### config.mk
export PLATFORM = sky130hd
export DESIGN_NAME = emailbox_tx
export DESIGN_NICKNAME = d
export VERILOG_FILES = /design/src/rtl/emailbox_tx.sv
export SDC_FILE = /design/constraint.sdc
export NUM_CORES = 1
export LEC_CHECK = 0
export BUFFER_PORTS_ARGS = -buffer_cell sky130_fd_sc_hd__buf_2
export CORE_ASPECT_RATIO = 2
export CORE_MARGIN = 3
export CORE_UTILIZATION = 30
export DETAILED_ROUTE_END_ITERATION = 7
export GPL_TIMING_DRIVEN = 0
export PLACE_DENSITY = 0.51
export SETUP_SLACK_MARGIN = 0.4
export SYNTH_ARGS = -nofsm -noshare
export SYNTH_HDL_FRONTEND = slang
export SYNTH_SLANG_ARGS = --single-unit
export TNS_END_PERCENT = 30
### constraint.sdc
create_clock -name clk -period 8.9 [get_ports clk]
set_input_delay 0 -clock clk [delete_from_list [all_inputs] [get_ports clk]]
set_output_delay 0 -clock clk [all_outputs]
set_load 0.02 [all_outputs]
### src/rtl/emailbox_tx.sv
// Mailbox transmit side: queues 64-bit messages from the register port
// and emits emesh write packets to a remote MAILBOXLO through a wait-aware stage.
module emailbox_tx #(
  parameter int          AW       = 32,
  parameter int          PW       = 2*AW+40,
  parameter int          RFAW     = 6,
  parameter int          DEPTH    = 4,
  parameter int          CW       = $clog2(DEPTH)+1,
  parameter logic [11:0] DEST_RST = 12'h000
) (
  input  logic          clk,
  input  logic          reset,
  input  logic          reg_access,
  input  logic [PW-1:0] reg_packet,
  output logic [31:0]   reg_rdata,
  output logic          access_out,
  output logic [PW-1:0] packet_out,
  input  logic          wait_in,
  input  logic          tx_irq_en,
  output logic          tx_irq,
  output logic          tx_wait
);

  localparam int PTRW = $clog2(DEPTH);
  localparam int MW   = 12 + 64;

  localparam logic [RFAW-1:0] TXLO   = RFAW'('h8);
  localparam logic [RFAW-1:0] TXHI   = RFAW'('h9);
  localparam logic [RFAW-1:0] TXDEST = RFAW'('hA);
  localparam logic [RFAW-1:0] TXSTAT = RFAW'('hB);

  logic            reg_write;
  logic [AW-1:0]   reg_dstaddr;
  logic [AW-1:0]   reg_data;
  logic [RFAW-1:0] reg_addr;
  logic            unused_ok;

  assign reg_write   = reg_packet[0];
  assign reg_dstaddr = reg_packet[AW+7:8];
  assign reg_data    = reg_packet[2*AW+7:AW+8];
  assign reg_addr    = reg_dstaddr[RFAW+1:2];
  assign unused_ok   = ^{reg_packet[7:1],
                         reg_packet[PW-1:2*AW+8],
                         reg_dstaddr[1:0],
                         reg_dstaddr[AW-1:RFAW+2]};

  logic wr_lo, wr_hi, wr_dest, wr_stat, rd_stat, rd_any;

  assign wr_lo   = reg_access & reg_write & (reg_addr == TXLO);
  assign wr_hi   = reg_access & reg_write & (reg_addr == TXHI);
  assign wr_dest = reg_access & reg_write & (reg_addr == TXDEST);
  assign wr_stat = reg_access & reg_write & (reg_addr == TXSTAT);
  assign rd_any  = reg_access & ~reg_write;
  assign rd_stat = rd_any & (reg_addr == TXSTAT);

  logic [MW-1:0]   mem [DEPTH];
  logic [PTRW-1:0] wr_ptr, rd_ptr;
  logic [CW-1:0]   count;
  logic [31:0]     hi_reg;
  logic [11:0]     dest;
  logic            overflow;
  logic            full, empty, push, pop;

  assign full  = (count == CW'(DEPTH));
  assign empty = (count == '0);
  // full is judged before any same-cycle pop, so a push at full always drops
  assign push  = wr_lo & ~full;
  assign pop   = ~empty & (~access_out | ~wait_in);

  always_ff @(posedge clk) begin
    if (push) mem[wr_ptr] <= {dest, hi_reg, reg_data[31:0]};
  end

  always_ff @(posedge clk) begin
    if (reset) begin
      wr_ptr <= '0;
      rd_ptr <= '0;
      count  <= '0;
    end else begin
      if (push) wr_ptr <= wr_ptr + PTRW'(1);
      if (pop)  rd_ptr <= rd_ptr + PTRW'(1);
      unique case ({push, pop})
        2'b10:   count <= count + CW'(1);
        2'b01:   count <= count - CW'(1);
        default: count <= count;
      endcase
    end
  end

  always_ff @(posedge clk) begin
    if (reset) begin
      hi_reg   <= '0;
      dest     <= DEST_RST;
      overflow <= 1'b0;
    end else begin
      if (wr_hi)   hi_reg <= reg_data[31:0];
      if (wr_dest) dest   <= reg_data[11:0];
      if (wr_lo & full)
        overflow <= 1'b1;
      else if (wr_stat & reg_data[2])
        overflow <= 1'b0;
    end
  end

  logic [MW-1:0] head;
  logic [31:0]   head_dst;
  logic [PW-1:0] pkt_next;

  assign head     = mem[rd_ptr];
  assign head_dst = {head[75:64], 4'hF, 5'b0, 3'h7, 6'hC, 2'b00};

  always_comb begin
    pkt_next                   = '0;
    pkt_next[0]                = 1'b1;
    pkt_next[2:1]              = 2'b11;
    pkt_next[AW+7:8]           = AW'(head_dst);
    pkt_next[2*AW+7:AW+8]      = AW'(head[31:0]);
    pkt_next[3*AW+7:2*AW+8]    = AW'(head[63:32]);
  end

  always_ff @(posedge clk) begin
    if (reset) begin
      access_out <= 1'b0;
      packet_out <= '0;
    end else if (pop) begin
      access_out <= 1'b1;
      packet_out <= pkt_next;
    end else if (access_out & ~wait_in) begin
      access_out <= 1'b0;
    end
  end

  logic [31:0] status;

  assign status = {16'(count), 12'h0, access_out, overflow, full, ~empty};

  always_ff @(posedge clk) begin
    if (reset)        reg_rdata <= '0;
    else if (rd_stat) reg_rdata <= status;
    else              reg_rdata <= '0;
  end

  assign tx_irq  = tx_irq_en & empty & ~access_out;
  assign tx_wait = full;

endmodule
== Word level (Yosys, flattened, before mapping) ==
Memories as Yosys holds them, arrays and structs flattened. A register that Yosys moved wholly into a read port is not among the register bits.
Cells that the tools add are included.

* Output and inout port bits: 139
* Input bits: 109
* Word-level logic and storage cells: 55
* Bits in writable memories: 304
* Memories kept: 1
* Register bits: 173

{| class="wikitable"
|+ Memories
! memory !! depth !! bits a word !! read ports !! clocked after Yosys merged registers in !! wr ports !! RTL line !! text
|-
| mem || 4 || 76 || 1 || 1 || 1 || 56 || <nowiki>logic [MW-1:0] mem [DEPTH];</nowiki>
|}

* $add $sub $neg: 4
* Eq/ne operators: 7
* Bitwise logic cells: 21
* Reduce and logical (&&, ||, !) cells: 5
* Muxes and demuxes: 7

{| class="wikitable"
|+ Operators with widths
! operator !! number
|-
| 6-bit by 4-bit == test with 1-bit output, second input constant || 4
|-
| 1-bit AND || 14
|-
| 1-bit two-way mux || 6
|-
| 1-bit NOT || 6
|-
| 3-bit case mux with 2 select lines || 1
|-
| 2-bit nonzero test || 3
|-
| 2-bit by 1-bit adder with 2-bit output, second input constant || 2
|-
| 3-bit by 1-bit adder with 3-bit output, second input constant || 1
|-
| 3-bit == test, second input constant || 1
|-
| 3-bit logical NOT || 1
|-
| 3-bit by 1-bit subtractor with 3-bit output, second input constant || 1
|-
| 2-bit by 1-bit == test with 1-bit output, second input constant || 1
|-
| 2-bit == test, second input constant || 1
|-
| 2-bit OR reduction || 1
|-
| 1-bit OR || 1
|}

== Logic depth before layout (Yosys ltp) ==
Gate-level depths: netlist of run 1.

* Word-level depth: 5
* Gate-level depth with buffers: 8
* Depth with buffers taken out: 8

== Least setup slack after synthesis of run 1 ==
Ideal clock, no wire load.

* Kind: reg2reg
* From: register count[0]
* To: memory mem[0][0] (netlist bit), enable pin
* Buffers on the path: 0
* Data required time: 8.457 ns
* Clock period less this slack: 3.313 ns
* Arrival: 2.871 ns
* Setup time: 0.443 ns
* Cell stages (with the launch flop): 4
* Path slack: 5.587 ns
* Cell sequence: dfxtp_1 > nor3b_1 > nor4_1 > and2_1

* Word-level cells in the longest chain between the ends: 5

{| class="wikitable"
|+ Ends and longest elaborated chain
! what !! RTL line !! text
|-
| from (decl) || 58 || <nowiki>logic [CW-1:0] count;</nowiki>
|-
| from (signal assigned) || 83 || <nowiki>2'b10: count <= count + CW'(1);</nowiki>
|-
| from (signal assigned) || 84 || <nowiki>2'b01: count <= count - CW'(1);</nowiki>
|-
| from (signal assigned) || 85 || <nowiki>default: count <= count;</nowiki>
|-
| 3-bit == test || 64 || <nowiki>assign full = (count == CW'(DEPTH));</nowiki>
|-
| named net tx_wait || 21 || <nowiki>output logic tx_wait</nowiki>
|-
| 1-bit NOT || 67 || <nowiki>assign push = wr_lo & ~full;</nowiki>
|-
| 1-bit AND || 67 ||
|-
| 1-bit two-way mux || 71 || <nowiki>if (push) mem[wr_ptr] <= {dest, hi_reg, reg_data[31:0]};</nowiki>
|-
| 1-bit two-way mux (implied by the code) || 71 ||
|-
| to (decl) || 56 ||
|}

The timed path passes the listed nets, and every way through them passes these cells.

== Worst setup path after layout of run 1 ==
* From: register count[0]
* To: memory mem[0][10] (netlist bit), enable pin

* Word-level cells in the longest chain between the ends: 5

{| class="wikitable"
|+ Ends and longest elaborated chain
! what !! RTL line
|-
| 3-bit == test || 64
|-
| 1-bit NOT || 67
|-
| 1-bit AND || 67
|-
| 1-bit two-way mux || 71
|-
| 1-bit two-way mux (implied by the code) || 71
|}

Every way passes these cells.

==> results of run 1 <==
-- routing by layer --
metal	up-vias	track usage, %
met1	4357	15.2
met5	-	0
met4	2	4.70
met2	221	26.3
li1	3889	-
met3	53	2.69
-- stage by stage --
step | hold slack (ns) | cells | total power [mW] | area, um2 | utilization, %
after detailed placement | 0.237 | 1740 | 3.53 | 18100 | 33.7
final | 0.0233 | 1856 | 5.27 | 19900 | 37.1
after CTS | 0.0276 | 1856 | 5.36 | 19900 | 37.1
after floorplan | 0.0989 | 925 | 3.12 | 16500 | -
after global placement | 0.224 | 1736 | 3.52 | 18000 | 33.5
after global routing | 0.0611 | 1856 | 5.50 | 19900 | 37.1
-- cell families after synthesis --
logic type	count (synthesis)	synth area share [%]
other	1	0.0230
AND/OR/NAND/NOR	120	4.84
buffers and inverters	106	3.96
XOR/XNOR	2	0.107
multiplexers	123	13.4
adder cells (fa/ha/maj)	6	0.506
AO/OA/AOI/OAI	86	4.46
flip-flops	441	72.7
-- final cells by class --
cell class | instances | area (um2) | area share, %
well taps | 671 | 840 | 4.21
clock buffers | 53 | 1130 | 5.68
repair buffers | 187 | 1240 | 6.23
inverters | 5 | 18.8 | 0.0942
clock inverters | 20 | 234 | 1.17
plain buffers | 101 | 628 | 3.15
flip-flops and latches | 441 | 11900 | 59.6
multi-input cells | 378 | 3970 | 19.9
-- cell usage after synthesis (2+ instances only) --
library cell	instances	share of area (%)
sky130_fd_sc_hd__clkbuf_1	19	0.44
sky130_fd_sc_hd__a21oi_1	4	0.12
sky130_fd_sc_hd__nor4_1	2	0.077
sky130_fd_sc_hd__buf_4	56	2.6
sky130_fd_sc_hd__ha_1	5	0.38
sky130_fd_sc_hd__nand2b_1	79	3.0
sky130_fd_sc_hd__dfxtp_1	137	17
sky130_fd_sc_hd__buf_2	25	0.77
sky130_fd_sc_hd__mux4_2	76	10
sky130_fd_sc_hd__mux2i_1	46	2.8
sky130_fd_sc_hd__nor2_1	7	0.16
sky130_fd_sc_hd__nor3b_1	2	0.092
sky130_fd_sc_hd__nor3_1	4	0.12
sky130_fd_sc_hd__or3_1	2	0.077
sky130_fd_sc_hd__inv_1	5	0.11
sky130_fd_sc_hd__o21ai_0	2	0.061
sky130_fd_sc_hd__edfxtp_1	304	56
sky130_fd_sc_hd__and2_1	12	0.46
sky130_fd_sc_hd__a22o_1	76	4.1
-- final timing paths --
kind,start,to,slack (ns),cells after the start
setup / recovery,count[0],mem[0][10],6.19,4
hold / removal,reset,reg_rdata[2],0.02,3
setup reg to reg,count[0],mem[0][10],6.19,4
hold reg to reg,packet_out[75],packet_out[75],0.47,1
-- layout by cell type, fill, tap and decap left out, drive strengths merged, types with 2 or more instances in the layout --
cell type	n
nor4b	2
nor3b	2
clkinvlp	2
clkinv	12
mux4	76
o21ai	2
nor2	7
and2	12
inv	6
nor4	3
ha	5
bufinv	5
a21oi	5
clkbuf	72
or3	3
nand2b	79
mux2i	46
dlygate4sd3	43
nor3	4
buf	226
edfxtp	304
conb	41
dfxtp	137
a22o	76
-- report_power, final --
part	switching, mW	internal, mW	total (mW)
Clock	0.763	1.04	1.81
Combinational	0.646	0.426	1.07
Sequential	0.0836	2.31	2.39
-- timing repair --
item | 4_1_cts | 5_1_grt
endpoints found under the hold margin | 185 | 0
setup buffers | 0 | 0
hold buffers | 43 | 0
-- tightest hold or removal path, stage by stage --
cell                     delay [ns]
sky130_fd_sc_hd__buf_2         0.24
sky130_fd_sc_hd__nor4_2        0.13
sky130_fd_sc_hd__and2_1        0.15
==> impl_metrics.prom, run 1 <==
# TYPE chip_impl_metric gauge
chip_impl_metric{name="drtIter0Drc",unit=""} 432
chip_impl_metric{name="synth.ff_latch_count",unit=""} 441
chip_impl_metric{name="synth.distinct_cells",unit=""} 41
chip_impl_metric{name="setup_tns",unit="ns"} 0
chip_impl_info{name="synth_top_flop_cell",value="sky130_fd_sc_hd__edfxtp_1"} 1
chip_impl_info{name="timing_worst_setup_path_type",value="register to register"} 1
chip_impl_metric{name="diodes",unit=""} 0
chip_impl_metric{name="largest_register_ffs",unit=""} 304
chip_impl_metric{name="dp_worst_setup_slack",unit="ns"} 6.09
chip_impl_metric{name="synth_enable_flop_cells",unit=""} 304
chip_impl_metric{name="area_of_the_die",unit="mm2"} 0.0574
chip_impl_info{name="cts_tree",value="built"} 1
chip_impl_metric{name="cellLeakagePower",unit="nW"} 7.42
chip_impl_metric{name="first_pass_grt_wire_length",unit="mm"} 59.0
chip_impl_metric{name="final_critical_path_setup_slack",unit="ns"} 6.19
chip_impl_metric{name="die-height",unit="um"} 336
chip_impl_metric{name="maxSlewHeadroom",unit="%"} 40.1
chip_impl_metric{name="gr-usage-all-layers",unit="%"} 13.9
chip_impl_metric{name="first_global_vias",unit=""} 9120
chip_impl_metric{name="postRouteWirelength",unit="mm"} 39.7
chip_impl_info{name="run_status",value="complete, no violations"} 1
chip_impl_metric{name="met1Wirelength",unit="mm"} 15.1
chip_impl_metric{name="cts.reportedPaths.clkPinSlew",unit="ns"} 0.07
chip_impl_metric{name="die-width",unit="um"} 171
chip_impl_metric{name="cts.repair.resized",unit=""} 0
chip_impl_metric{name="final.fill_count",unit=""} 5048
chip_impl_metric{name="required",unit="ns"} 9.12
chip_impl_info{name="timing.critical_path.max_delay_family",value="simple AND/OR/NAND/NOR gates"} 1
chip_impl_info{name="crit_slowest_cell",value="sky130_fd_sc_hd__and2_4"} 1
chip_impl_metric{name="vias",unit=""} 8522
chip_impl_metric{name="initial_utilization",unit="%"} 30.4
chip_impl_info{name="setup.worst_path.end_class",value="register"} 1
chip_impl_metric{name="tritoncts.num_buffers",unit=""} 41
chip_impl_metric{name="drc",unit=""} 0
chip_impl_metric{name="core",unit="mm2"} 0.0538
chip_impl_metric{name="clock-sinks",unit=""} 441
chip_impl_metric{name="ctsLongestPathBuffers",unit=""} 3
chip_impl_metric{name="grt_antenna_before_repair",unit=""} 1
chip_impl_metric{name="clk-insertion-delay-late",unit="ns"} 0.55
chip_impl_metric{name="half_perimeter_wire_length_of_the_detailed_placement_result",unit="mm"} 26.1
chip_impl_metric{name="min_period_over_period",unit="%"} 30.5
chip_impl_metric{name="synthArstFlopShare",unit="%"} 0
chip_impl_metric{name="worst-endpoint-arrival",unit="ns"} 2.93
chip_impl_metric{name="routed_wire_length_per_instance",unit="um"} 21.4
chip_impl_metric{name="fmaxAchievable",unit="GHz"} 0.369
chip_impl_metric{name="maximum_number_of_pins_on_one_net_before_global_route_repair",unit=""} 49
chip_impl_metric{name="finalClockSkew",unit="ns"} 0.0162
chip_impl_metric{name="met3_length",unit="mm"} 1.87
chip_impl_metric{name="final_layout_size_suffix_gt1_share",unit="%"} 32.0
chip_impl_metric{name="layout-area-overhead-vs-synth",unit="%"} 22.1
chip_impl_info{name="critPathLaunchType",value="register"} 1
chip_impl_metric{name="power-per-cell-area",unit="mW/mm2"} 265
chip_impl_info{name="worst_hold_path_type",value="primary input to register"} 1
chip_impl_metric{name="cap_violations",unit=""} 0
chip_impl_info{name="top_signal_layer_used",value="met5"} 1
chip_impl_metric{name="ys_warn_count",unit=""} 0
chip_impl_metric{name="placement_rows",unit=""} 120
chip_impl_metric{name="syn_area_per_cell",unit="um2"} 18.4
chip_impl_info{name="worstPathCellList",value="nor3b_1, nor4_1, and2_4, buf_16"} 1
chip_impl_metric{name="post-route-min-period",unit="ns"} 2.71
chip_impl_metric{name="syn_inst",unit=""} 885
chip_impl_metric{name="critical_path_buf_inv_count",unit=""} 1
chip_impl_metric{name="globalRouteOverflowTotal",unit=""} 0
chip_impl_metric{name="critPathMaxStageDelay",unit="ns"} 0.72
chip_impl_metric{name="final_net_count",unit=""} 1270
chip_impl_metric{name="detail_route.vias_per_cell",unit=""} 4.59
chip_impl_metric{name="synthesis.area",unit="mm2"} 0.0163
chip_impl_metric{name="antenna_violating_nets_post_route",unit=""} 0
chip_impl_metric{name="clock_tree.htree_level_count",unit=""} 2
chip_impl_metric{name="setup_violations",unit=""} 0
chip_impl_metric{name="io_buffers",unit=""} 140
chip_impl_info{name="grt_setup_unrepaired",value="no"} 1
chip_impl_metric{name="io-pin-count",unit=""} 248
chip_impl_metric{name="timing_max_transition_violations_final",unit=""} 0
chip_impl_metric{name="drtPass1Iterations",unit=""} 4
chip_impl_info{name="cts-root-buf",value="sky130_fd_sc_hd__clkbuf_16"} 1
chip_impl_metric{name="gp_routability_congestion",unit=""} 0.691
chip_impl_metric{name="worst_ir_drop_vdd",unit="uV"} 125
chip_impl_metric{name="path_max_fanout",unit=""} 39
chip_impl_metric{name="timing.final.hold_violations",unit=""} 0
chip_impl_metric{name="synth.yosys.seq_area_share",unit="%"} 72.7
chip_impl_metric{name="met2RoutedLength",unit="mm"} 21.6
chip_impl_metric{name="max_slew.worst_pin.slew",unit="ns"} 0.899
Power figures use the tool's default switching activity.
==> inputs of run 2 (changes only) <==
Clock period 8.9 ns to 2.65 ns, I/O delays scaled along.
==> run 2 against run 1 <==
- power increased to 3.3 times the previous value
- combinational power rose to 3.4 times the previous value
- non-clock buffer count up 2
- largest power group unchanged
- clock power increased to 3.1 times the previous value
==> impl_metrics.prom, run 2 (synthesis results as in run 1) <==
# TYPE chip_impl_metric gauge
chip_impl_info{name="layout_commonest_cell",value="sky130_fd_sc_hd__edfxtp_1"} 1
chip_impl_metric{name="ctsLongestPathBuffers",unit=""} 3
chip_impl_metric{name="worst-endpoint-arrival",unit="ns"} 2.65
chip_impl_metric{name="cap_violations",unit=""} 0
chip_impl_info{name="cts-root-buf",value="sky130_fd_sc_hd__clkbuf_16"} 1
chip_impl_info{name="setup.worst_path.end_class",value="register"} 1
chip_impl_info{name="crit_slowest_cell",value="sky130_fd_sc_hd__dlygate4sd3_1"} 1
chip_impl_metric{name="first_global_vias",unit=""} 9152
chip_impl_metric{name="critical_path_buf_inv_count",unit=""} 4
chip_impl_metric{name="grt_antenna_before_repair",unit=""} 3
chip_impl_metric{name="die-height",unit="um"} 336
chip_impl_metric{name="first_pass_grt_wire_length",unit="mm"} 58.8
chip_impl_metric{name="routed_wire_length_per_instance",unit="um"} 21.4
chip_impl_metric{name="antenna_violating_nets_post_route",unit=""} 0
chip_impl_metric{name="finalClockSkew",unit="ns"} 0.0131
chip_impl_metric{name="power-per-cell-area",unit="mW/mm2"} 870
chip_impl_metric{name="vias",unit=""} 8469
chip_impl_metric{name="clk-insertion-delay-late",unit="ns"} 0.54
chip_impl_metric{name="die-width",unit="um"} 171
chip_impl_metric{name="timing_max_transition_violations_final",unit=""} 0
chip_impl_metric{name="critPathMaxStageDelay",unit="ns"} 0.54
chip_impl_metric{name="half_perimeter_wire_length_of_the_detailed_placement_result",unit="mm"} 26.0
chip_impl_metric{name="initial_utilization",unit="%"} 30.4
chip_impl_info{name="critPathLaunchType",value="primary input"} 1
chip_impl_metric{name="core",unit="mm2"} 0.0538
chip_impl_metric{name="maximum_number_of_pins_on_one_net_before_global_route_repair",unit=""} 51
chip_impl_metric{name="io_buffers",unit=""} 140
chip_impl_metric{name="io-pin-count",unit=""} 248
chip_impl_metric{name="cellLeakagePower",unit="nW"} 7.36
chip_impl_metric{name="largest_register_ffs",unit=""} 304
chip_impl_metric{name="clock_tree.htree_level_count",unit=""} 2
chip_impl_metric{name="post-route-min-period",unit="ns"} 2.19
chip_impl_metric{name="area_of_the_die",unit="mm2"} 0.0574
chip_impl_metric{name="postRouteWirelength",unit="mm"} 39.7
chip_impl_metric{name="maxSlewHeadroom",unit="%"} 44.6
chip_impl_metric{name="fmaxAchievable",unit="GHz"} 0.456
chip_impl_metric{name="finalPower",unit="mW"} 17.3
chip_impl_info{name="timing.critical_path.max_delay_family",value="buffers and inverters"} 1
chip_impl_metric{name="globalRouteOverflowTotal",unit=""} 0
chip_impl_metric{name="path_max_fanout",unit=""} 6
chip_impl_metric{name="required",unit="ns"} 3.11
chip_impl_metric{name="drc",unit=""} 0
chip_impl_metric{name="min_period_over_period",unit="%"} 82.8
chip_impl_metric{name="clock-sinks",unit=""} 441
chip_impl_metric{name="detail_route.vias_per_cell",unit=""} 4.56
chip_impl_metric{name="worst_ir_drop_vdd",unit="uV"} 471
chip_impl_metric{name="layout-area-overhead-vs-synth",unit="%"} 21.8
chip_impl_info{name="layout_common_cells",value="sky130_fd_sc_hd__edfxtp_1, sky130_fd_sc_hd__buf_2, sky130_fd_sc_hd__dfxtp_1, sky130_fd_sc_hd__nand2b_1"} 1
chip_impl_metric{name="tritoncts.num_buffers",unit=""} 39
chip_impl_metric{name="cts.reportedPaths.clkPinSlew",unit="ns"} 0.06
chip_impl_metric{name="timing.final.hold_violations",unit=""} 0
chip_impl_metric{name="placement_rows",unit=""} 120
chip_impl_metric{name="max_slew.worst_pin.slew",unit="ns"} 0.831
chip_impl_info{name="worst_hold_path_type",value="primary input to register"} 1
chip_impl_metric{name="gp_routability_congestion",unit=""} 0.699
chip_impl_info{name="run_status",value="complete, no violations"} 1
chip_impl_metric{name="stdcell_area",unit="mm2"} 0.0199
chip_impl_metric{name="final_core_utilization",unit="%"} 37.0
chip_impl_metric{name="placement.cell_area",unit="mm2"} 0.0181
chip_impl_metric{name="final_layout_size_suffix_gt1_share",unit="%"} 32.1
chip_impl_metric{name="setup_violations",unit=""} 0
chip_impl_info{name="timing_worst_setup_path_type",value="primary input to register"} 1
chip_impl_info{name="worstPathCellList",value="dlygate4sd3_1, buf_2, or2_2, nor4_4, buf_4, inv_1, ha_1, fa_1, xnor2_1, or3_1, a21oi_1"} 1
chip_impl_metric{name="final_net_count",unit=""} 1271
chip_impl_info{name="grt_setup_unrepaired",value="yes"} 1
chip_impl_info{name="cts_tree",value="built"} 1
chip_impl_metric{name="gr-usage-all-layers",unit="%"} 13.8
chip_impl_metric{name="drtIter0Drc",unit=""} 434
chip_impl_metric{name="drtPass1Iterations",unit=""} 4
[run 2: changes by cell type in the layout (fill, tap and decap cells not counted), sizes merged]
cell	change
clkbuf	+7
clkinv	-5
buf	-2
bufinv	-2
diode	+2
and2	+1
clkinvlp	+1
[run 2: layout make-up]
cell class,count,area (um2)
plain buffers,101,639
inverters,5,18.8
multi-input cells,379,4010
clock buffers,56,1090
fillers,5070,33900
flip-flops and latches,441,11900
diodes,2,5.00
well taps,671,840
clock inverters,14,150
repair buffers,189,1250
[run 2: routing by layer]
layer / up-vias / GRT usage [%] / part of all wire (%)
li1: 3887 / - / -
met1: 4319 / 15.1 / 37
met2: 213 / 26.2 / 55
met3: 48 / 3.16 / 5.6
met4: 2 / 3.77 / 2.1
met5: - / 0 / 0.033
[run 2: worst register-to-register path: cells and delay by family, from the launching register on]
family / cells / cell delay [ns]
adder cells (fa/ha/maj): 2 / 0.62
AND/OR/NAND/NOR: 3 / 0.61
flip-flops: 1 / 0.35
buffers and inverters: 2 / 0.22
AO/OA/AOI/OAI: 1 / 0.15
XOR/XNOR: 1 / 0.14
[run 2: worst paths after layout]
check	start	end	slack [ns]	cells past startpoint
max	reg_packet[11]	count[2]	0.46	11
min	reset	reg_rdata[3]	0.04	3
max reg2reg	count[2]	count[2]	0.49	9
min reg2reg	packet_out[102]	packet_out[102]	0.48	1
[run 2: through the flow]
| step | setup slack [ns] | hold slack, ns | std cells | setup TNS (ns) |
|---|---|---|---|---|
| 6_report | 0.456 | 0.0390 | 1858 | 0 |
| 3_3_place_gp | -1.08 | 0.226 | 1736 | -323.84 |
| 3_5_place_dp | -0.294 | 0.240 | 1740 | -26.61 |
| 2_1_floorplan | 0.153 | 0.0989 | 925 | 0 |
| 4_1_cts | 0.340 | 0.0363 | 1856 | 0 |
| 5_1_grt | 0.323 | 0.0909 | 1857 | 0 |
[run 2: repair_timing]
item / CTS / global route
hold buffers: 43 / 0
hold endpoints to repair: 184 / 0
endpoints found under the setup margin: 352 / 56
cloned: 1 / 0
setup buffers: 2 / 0
pin swaps: 2 / 0
gates resized for setup: 7 / 8
[run 2: report_power, final]
part	total (mW)	switching [mW]	internal (mW)
clock network	5.64	2.47	3.17
logic	3.60	2.15	1.45
registers	8.05	0.291	7.76
total	17.3	4.91	12.4
==> inputs of run 3 (changes only) <==
Settings changed: PLACE_DENSITY 0.51 to 0.52.
Clock period 2.65 ns to 1.8 ns, I/O delays scaled along.
==> run 3 against run 2 <==
- the flow now finishes with violations (negative hold slack, negative setup slack)
- critical endpoint unchanged
- sequential power increased by 47%
- die area unchanged
- core utilization increased by 2.2 points
- register-to-register slack got worse by 0.72 ns
- largest power group unchanged
- final cell count increased by 3.6%
- routed wire length increased by 6.8%
- critical path type unchanged
- hold slack got worse by 0.092 ns
==> impl_metrics.prom, run 3 (synthesis results as in run 1) <==
# TYPE chip_impl_metric gauge
chip_impl_metric{name="cts.reportedPaths.clkPinSlew",unit="ns"} 0.07
chip_impl_metric{name="die-width",unit="um"} 171
chip_impl_metric{name="clock-sinks",unit=""} 441
chip_impl_metric{name="dp_cells",unit=""} 1736
chip_impl_metric{name="clk-insertion-delay-late",unit="ns"} 0.54
chip_impl_metric{name="final_layout_size_suffix_gt1_share",unit="%"} 36.9
chip_impl_metric{name="p_sw_share",unit="%"} 27.7
chip_impl_metric{name="placement_rows",unit=""} 120
chip_impl_metric{name="detail_route.vias_per_cell",unit=""} 4.62
chip_impl_metric{name="area_of_the_die",unit="mm2"} 0.0574
chip_impl_info{name="run_status",value="finished with violations"} 1
chip_impl_metric{name="switchingPower",unit="mW"} 7.36
chip_impl_metric{name="final_critical_path_setup_slack",unit="ns"} -0.254
chip_impl_metric{name="routed_wire_length_per_instance",unit="um"} 22.0
chip_impl_metric{name="power.combinational.fraction",unit="%"} 21.1
chip_impl_info{name="worstPathCellList",value="buf_2, dlygate4sd3_1, or2_2, nor4_4, inv_1, ha_2, fa_2, xnor2_1, or3_1, a21oi_1"} 1
chip_impl_metric{name="cap_violations",unit=""} 0
chip_impl_metric{name="clkPwrFrac",unit="%"} 34.4
chip_impl_metric{name="finalClockSkew",unit="ns"} 0.0104
chip_impl_metric{name="layout-area-overhead-vs-synth",unit="%"} 29.0
chip_impl_info{name="layout_common_cells",value="sky130_fd_sc_hd__edfxtp_1, sky130_fd_sc_hd__buf_2, sky130_fd_sc_hd__dfxtp_1, sky130_fd_sc_hd__nand2b_1"} 1
chip_impl_info{name="critPathLaunch",value="reg_packet[11]"} 1
chip_impl_metric{name="fmaxAchievable",unit="GHz"} 0.487
chip_impl_metric{name="globalRouteOverflowTotal",unit=""} 0
chip_impl_metric{name="largest_register_ffs",unit=""} 304
chip_impl_info{name="cts_tree",value="built"} 1
chip_impl_metric{name="met3_length",unit="mm"} 2.13
chip_impl_info{name="worst_hold_path_type",value="primary input to register"} 1
chip_impl_metric{name="path_max_fanout",unit=""} 3
chip_impl_metric{name="cellLeakagePower",unit="nW"} 7.93
chip_impl_metric{name="io_buffers",unit=""} 140
chip_impl_metric{name="antenna_violating_nets_post_route",unit=""} 0
chip_impl_metric{name="worst_hold_slack",unit="ns"} -0.0526
chip_impl_metric{name="gr-usage-all-layers",unit="%"} 14.3
chip_impl_info{name="rr_startpoint",value="count[2]"} 1
chip_impl_info{name="violations",value="negative hold slack, negative setup slack"} 1
chip_impl_metric{name="half_perimeter_wire_length_of_the_detailed_placement_result",unit="mm"} 25.2
chip_impl_metric{name="met2RoutedLength",unit="mm"} 23.2
chip_impl_metric{name="finalPower",unit="mW"} 26.6
chip_impl_metric{name="tritoncts.num_buffers",unit=""} 38
chip_impl_metric{name="worst_ir_drop_vdd",unit="uV"} 946
chip_impl_metric{name="maximum_number_of_pins_on_one_net_before_global_route_repair",unit=""} 39
chip_impl_metric{name="grt_antenna_before_repair",unit=""} 2
chip_impl_metric{name="timing.final.hold_violations",unit=""} 7
chip_impl_metric{name="postRouteWirelength",unit="mm"} 42.4
chip_impl_metric{name="max_slew.worst_pin.slew",unit="ns"} 0.748
chip_impl_metric{name="power_report.internal_total",unit="mW"} 19.2
chip_impl_metric{name="ctsLongestPathBuffers",unit=""} 3
chip_impl_metric{name="clock_tree.htree_level_count",unit=""} 2
chip_impl_metric{name="die-height",unit="um"} 336
chip_impl_metric{name="share_seq_of_total_power",unit="%"} 44.6
chip_impl_metric{name="critical_path_buf_inv_count",unit=""} 3
chip_impl_info{name="timing_worst_setup_path_type",value="primary input to register"} 1
chip_impl_metric{name="drtPass1Iterations",unit=""} 4
chip_impl_metric{name="power-per-cell-area",unit="mW/mm2"} 1260
chip_impl_info{name="cts-root-buf",value="sky130_fd_sc_hd__clkbuf_16"} 1
chip_impl_metric{name="setup_violations",unit=""} 181
chip_impl_metric{name="met1Wirelength",unit="mm"} 16.0
chip_impl_metric{name="drtIter0Drc",unit=""} 400
chip_impl_metric{name="vias",unit=""} 8883
chip_impl_metric{name="final_net_count",unit=""} 1336
chip_impl_metric{name="first_pass_grt_wire_length",unit="mm"} 60.5
chip_impl_metric{name="io-pin-count",unit=""} 248
chip_impl_info{name="layout_commonest_cell",value="sky130_fd_sc_hd__edfxtp_1"} 1
chip_impl_metric{name="gp_routability_congestion",unit=""} 0.717
chip_impl_metric{name="worst-endpoint-arrival",unit="ns"} 2.52
chip_impl_info{name="top_signal_layer_used",value="met4"} 1
chip_impl_info{name="holdCritStartpoint",value="reg_packet[12]"} 1
chip_impl_info{name="critPathLaunchType",value="primary input"} 1
chip_impl_metric{name="maxSlewHeadroom",unit="%"} 50.1
chip_impl_metric{name="layout.cells.non_filler",unit=""} 1924
chip_impl_metric{name="critPathMaxStageDelay",unit="ns"} 0.57
chip_impl_metric{name="first_global_vias",unit=""} 9228
chip_impl_metric{name="min_period_over_period",unit="%"} 114
chip_impl_info{name="grt_setup_unrepaired",value="yes"} 1
chip_impl_metric{name="core",unit="mm2"} 0.0538
chip_impl_info{name="setup.worst_path.end_class",value="register"} 1
chip_impl_info{name="crit_slowest_cell",value="sky130_fd_sc_hd__dlygate4sd3_1"} 1
chip_impl_metric{name="initial_utilization",unit="%"} 30.4
chip_impl_metric{name="required",unit="ns"} 2.26
chip_impl_metric{name="drc",unit=""} 0
chip_impl_metric{name="timing_max_transition_violations_final",unit=""} 0
chip_impl_info{name="timing.critical_path.max_delay_family",value="simple AND/OR/NAND/NOR gates"} 1
chip_impl_metric{name="post-route-min-period",unit="ns"} 2.05
## run 3: cell types whose count changed in the layout (fill, tap and decap cells not counted), sizes merged
cell          before  now
clkinvlp           3    2
bufinv             3    9
buf              224  279
clkbuf            79   72
dlygate4sd3       43   41
and2              13   23
dlymetal6s4s       0    2
clkinv             7   11
inv                6    5
## run 3: cell type report
class                   count  area (um2)
fillers                  4960       32700
flip-flops and latches    441       11900
multi-input cells         389        4130
repair buffers            245        2050
clock buffers              48        1050
well taps                 671         840
plain buffers             101         736
clock inverters            22         333
inverters                   5        18.8
diodes                      2        5.00
## run 3: worst paths after layout
path,to,slack (ns),depth (start not counted)
worst max-delay path,count[2],-0.25,10
worst min-delay path,reg_rdata[3],-0.05,4
worst max register to register,count[2],-0.23,8
worst min register to register,packet_out[43],0.47,1
## run 3: per-stage QoR
stage / cell area [um2] / util, % / worst slack, ns / setup TNS, ns
3_3_place_gp: 18100 / 33.6 / -0.646 / -221.76
4_1_cts: 20400 / 37.9 / -0.289 / -61.61
5_1_grt: 21100 / 39.2 / -0.317 / -32.85
6_report: 21100 / 39.2 / -0.254 / -22.48
2_1_floorplan: 16500 / - / -0.140 / -0.141
3_5_place_dp: 18100 / 33.6 / -0.639 / -218.00
## run 3: routing by layer
layer | vias to the layer above | global-route usage (%)
li1 | 4036 | -
met1 | 4554 | 16.0
met2 | 243 | 26.9
met3 | 50 | 2.81
met4 | 0 | 4.56
met5 | - | 0
## run 3: worst register-to-register path, stage by stage (launching register included)
cell and delay, ns:
sky130_fd_sc_hd__dfxtp_4 0.36, sky130_fd_sc_hd__nor3b_4 0.17, sky130_fd_sc_hd__nor4_4 0.21, sky130_fd_sc_hd__inv_1 0.09, sky130_fd_sc_hd__ha_2 0.20, sky130_fd_sc_hd__fa_2 0.34, sky130_fd_sc_hd__xnor2_1 0.15, sky130_fd_sc_hd__or3_1 0.31
sky130_fd_sc_hd__a21oi_1 0.13
## run 3: what timing repair did
action | in CTS | in global routing
pin swaps | 6 | 5
gates resized for setup | 30 | 70
hold buffers | 43 | 4
cloned | 9 | 8
setup buffers | 23 | 31
endpoints found under the setup margin | 400 | 448
hold endpoints to repair | 184 | 11
## run 3: power by group through the flow
stage	Clock [mW]	Combinational, mW	Sequential (mW)
finish	9.13	5.60	11.8
global route	9.73	6.04	12.0
CTS	9.37	5.58	11.9
detailed placement	0	5.39	12.1
global placement	0	5.36	12.0
floorplan	0	2.67	12.8
